**config.mk**
```make
export PLATFORM = sky130hd
export DESIGN_NAME = bus_latches
export DESIGN_NICKNAME = d
export VERILOG_FILES = /design/src/rtl/bus_latches.sv
export SDC_FILE = /design/constraint.sdc
export NUM_CORES = 1
export LEC_CHECK = 0
export CAP_MARGIN = 15
export CORE_UTILIZATION = 47
export DETAILED_ROUTE_END_ITERATION = 8
export GPL_ROUTABILITY_DRIVEN = 0
export MAX_ROUTING_LAYER = met4
export PLACE_DENSITY = 0.94
export SETUP_SLACK_MARGIN = 0.5
export SYNTH_ARGS = -nofsm -noshare
export SYNTH_HDL_FRONTEND = slang
export SYNTH_SLANG_ARGS = --single-unit
```
**constraint.sdc**
```tcl
create_clock -name i_clk -period 3.5 [get_ports i_clk]
set_clock_uncertainty 0.15 [all_clocks]
set_input_delay 0.7 -clock i_clk [delete_from_list [all_inputs] [get_ports i_clk]]
set_output_delay 0.7 -clock i_clk [all_outputs]
set_load 0.02 [all_outputs]
```
**src/rtl/bus_latches.sv**
```systemverilog
// bus_latches: cpu6502 bus receive side, latching DB/SB/ADL/ADH into architectural and interface registers.
module bus_latches #(
  parameter logic [7:0]  RESET_S  = 8'hFD,
  parameter logic [15:0] RESET_PC = 16'h0000
) (
  input  logic        i_clk,
  input  logic        i_reset,
  input  logic [7:0]  i_bus_db,
  input  logic [7:0]  i_bus_sb,
  input  logic [7:0]  i_bus_adl,
  input  logic [7:0]  i_bus_adh,
  input  logic [7:0]  i_data,
  input  logic        i_sb_x,
  input  logic        i_sb_y,
  input  logic        i_sb_ac,
  input  logic        i_sb_s,
  input  logic        i_adl_pcl,
  input  logic        i_adh_pch,
  input  logic        i_i_pc,
  input  logic        i_adl_abl,
  input  logic        i_adh_abh,
  input  logic        i_db_dor,
  input  logic        i_dl_load,
  output logic [7:0]  o_x,
  output logic [7:0]  o_y,
  output logic [7:0]  o_ac,
  output logic [7:0]  o_s,
  output logic [7:0]  o_pcl,
  output logic [7:0]  o_pch,
  output logic [7:0]  o_dl,
  output logic [7:0]  o_dor,
  output logic [15:0] o_address
);
  logic [7:0]  abl, abh;
  logic [15:0] pc_next;
  // Source mux first, then a full 16-bit increment so the PCL carry lands in PCH the same cycle.
  always_comb pc_next = {i_adh_pch ? i_bus_adh : o_pch, i_adl_pcl ? i_bus_adl : o_pcl} + 16'(i_i_pc);
  always_ff @(posedge i_clk) begin
    if (i_reset) begin
      o_x   <= '0;
      o_y   <= '0;
      o_ac  <= '0;
      o_s   <= RESET_S;
      {o_pch, o_pcl} <= RESET_PC;
      abl   <= '0;
      abh   <= '0;
      o_dor <= '0;
      o_dl  <= '0;
    end else begin
      if (i_sb_x)    o_x   <= i_bus_sb;
      if (i_sb_y)    o_y   <= i_bus_sb;
      if (i_sb_ac)   o_ac  <= i_bus_sb;
      if (i_sb_s)    o_s   <= i_bus_sb;
      {o_pch, o_pcl} <= pc_next;
      if (i_adl_abl) abl   <= i_bus_adl;
      if (i_adh_abh) abh   <= i_bus_adh;
      if (i_db_dor)  o_dor <= i_bus_db;
      if (i_dl_load) o_dl  <= i_data;
    end
  end
  assign o_address = {abh, abl};
endmodule
```
==> summary.md <==
| Metric | Value |
|---|---|
| Finished layout cell area | `4920 um^2` |
| Async SR Flop Fraction | `0%` |
| Width of the die | `86.8 um` |
| Register area share after synthesis | `47.4%` |
| Yosys warnings | `0` |
| Syn Inst Count | `323` |
| Final worst slack | `around 0.86 ns` |
| Peak Freq | `379 MHz` |
| EDFF count, synth | `0` |
| FILL cells | `507` |
| Antenna violations before repair | `0` |
| IO Port Bufs | `132` |
| CP max FO | `18` |
| Layout cells sized above 1 | `6.62%` |
| Final ANT Viol Nets | `0` |
| Hold-fix buffers, CTS | `0` |
| Final hold viol count | `0` |
| Fin cells | `549` |
| WS Path Type | `input pin to flip-flop` |
| Clk_lat worst skew | `0.35 ns` |
| Place WS | `roughly 0.55 ns` |
| Worst Setup End Kind | `flip-flop` |
| Gate power share | `20.8%` |
| Post-synthesis average cell area | `10.5 um^2` |
| Int Pwr | `about 1.4 mW` |
| Seq pwr share | `around 50%` |
| Die height | `86.8 um` |
| Average wire per standard cell | `15.0 um` |
| DRT Wirelength | `8250 um` |
| Post-Syn Nets | `about 380` |
| Sw power | `0.605 mW` |
| Via count | `2885` |
| H-Tree Depth | `3` |
| CTS Root Cell | `clkbuf_8` |
| Num CTS Buffers | `9` |
| Measured slew at the worst slew-check pin | `0.762 ns` |
| VDD IR max | `0.000320 V` |
| Final Critical Period | `roughly 2.6 ns` |
| Vias per cell | `5.26` |
| Pin count of the biggest net entering global routing | `43` |
| CP startpoint kind | `input pin` |
| Die ar. | `7540 um^2` |
| Std-Cell Rows | `30` |
| Cells after DPL | `533` |
| Synth Register Bits | `80` |
| Grt ovf | `0` |
| Primary FF master, synth | `dfxtp_1` |
| Status | `finished clean` |
| Core area | `6870 um^2` |
| First drt pass iteration count | `4` |
| Unrepaired setup endpoints after global routing | `false` |
| Number of DRC markers in iteration 0 | `84` |
| All-layer global routing usage | `a little under a quarter` |
| Setup TNS | `0 ns` |
| Pins over their slew limit | `0` |
| First-pass GRT wire length | `between 10000 and 15000 um` |
| Data arrival time of the critical path | `2.69 ns` |
| Max clock buf depth | `2` |
| Final period util | `75.3%` |
| Clock transition at path regs | `approximately 0.09 ns` |
| Power density over cell area | `417 nW/um^2` |
| Setup-failing EPs final | `0` |
| Mapped Area | `between 3000 and 4000 um^2` |
| Starting Density | `49.2%` |
| Clock share of power | `30.4%` |
| Vias in the first global route | `2773` |
| Net Sw Frac | `29.5%` |
| Io pins | `133` |
| CTS tree | `yes` |
| Synth-to-Final Area Change | `45.4%` |
| FF-to-FF setup slack | `1.41 ns` |
| Hold Crit Class | `flip-flop to flip-flop` |
| Clock sink count | `80` |
| Antenna Cells | `0` |
| Placed cell areas | `4740 um^2` |
| # resized after CTS | `0` |
| Synth unique cells | `45` |
| HPWL after detailed placement | `5960 um` |
| # Max-Cap Violations | `0` |
| Critical path required time | `3.55 ns` |
| Relative slew slack | `49.2%` |
| Final nets | `between 500 and 600` |
| DRC viols | `0` |
| P_leak | `slightly above 2 nW` |
| Setup Buffers After CTS | `0` |
kinds of logic after synthesis:
group	after synthesis	share of synthesized area (%)
AOI/OAI and AO/OA	28	7.25
xor gates and xnor gates	5	1.30
adders and majority gates	3	1.11
buffers and inverters	21	3.37
DFF	80	47.4
muxes	77	23.3
and+or+nand+nor	109	16.4
state kept, by name (all words and copies together), names as in the netlist:
name	flops
o_x	8
abl	8
o_y	8
o_pcl	8
o_pch	8
o_dl	8
abh	8
o_ac	8
o_s	8
o_dor	8
worst max-delay path: stages:
cell	delay, ns
clkdlybuf4s50_1	0.49
buf_4	0.24
mux2_1	0.18
ha_1	0.20
nand4_1	0.20
a22oi_4	0.38
and4_1	0.23
nor3_1	0.05
cell usage in the layout, fill, tap and decap left out, types with 5 or more instances in the layout:
cell               n
clkdlybuf4s50_1  131
dfxtp_1           80
mux2i_1           68
nor2_1            65
nor2b_1           10
clkbuf_8           9
a211o_1            7
mux2_1             6
nand4_1            6
a21oi_1            6
nand2_1            5
clkinvlp_4         5
cells in the mapped netlist (2+ instances only):
library cell	n	share of area, %
dfxtp_1	80	47
mux2i_1	68	20
nor2_1	65	7.2
clkbuf_1	14	1.6
nor2b_1	10	1.8
a211o_1	7	1.8
a21oi_1	6	0.89
mux2_1	6	2.0
nand4_1	6	1.1
nand2_1	5	0.55
nand3_1	4	0.59
nor3_1	4	0.59
buf_1	3	0.33
ha_1	3	1.1
nand2b_1	3	0.55
xor2_1	3	0.78
a211oi_1	2	0.44
a31o_1	2	0.52
and4_1	2	0.52
buf_6	2	0.67
mux2i_2	2	0.81
nand3b_1	2	0.44
xnor2_1	2	0.52
per-stage QoR:
| step | power, mW | hold slack (ns) | util (%) |
|---|---|---|---|
| final | 2.05 | 0.350 | 71.6 |
| after detailed placement | 1.45 | 0.332 | 69.0 |
| after CTS | 2.06 | 0.354 | 71.6 |
| after global routing | 2.13 | 0.375 | 71.6 |
| after global placement | 1.44 | 0.321 | 69.0 |
| after floorplan | 1.24 | 0.434 | - |
final cells by class:
class | count | area, um^2 | share of cell area, %
multi-input cells | 222 | 1670 | 33.9
well taps | 96 | 120 | 2.44
repair buffers | 135 | 1350 | 27.5
flip-flops and latches | 80 | 1600 | 32.6
clock inverters | 7 | 55.1 | 1.12
clock buffers | 9 | 124 | 2.52
per-layer routing:
layer  vias up  part of all wire (%)  track usage [%]
met5         -                     0                -
met4         0                   1.8             9.09
met3        17                   7.0             6.10
met2       118                    51             37.8
met1      1369                    40             25.9
li1       1381                     -                -
power by group through the flow:
stage / Sequential, mW / Combinational, mW / Clock [mW]
6_report: 1.00 / 0.427 / 0.624
5_1_grt: 1.01 / 0.457 / 0.668
4_1_cts: 1.00 / 0.430 / 0.629
3_5_place_dp: 1.02 / 0.427 / 0
3_3_place_gp: 1.02 / 0.417 / 0
2_1_floorplan: 1.09 / 0.151 / 0
final timing paths:
check / startpoint / to / cells past startpoint
setup / recovery: i_adl_pcl / o_pch[4] / 8
hold / removal: o_dl[1] / o_dl[1] / 2
setup reg to reg: o_pcl[0] / o_pch[4] / 7
hold reg to reg: o_dl[1] / o_dl[1] / 2
Power figures use the tool's default switching activity.
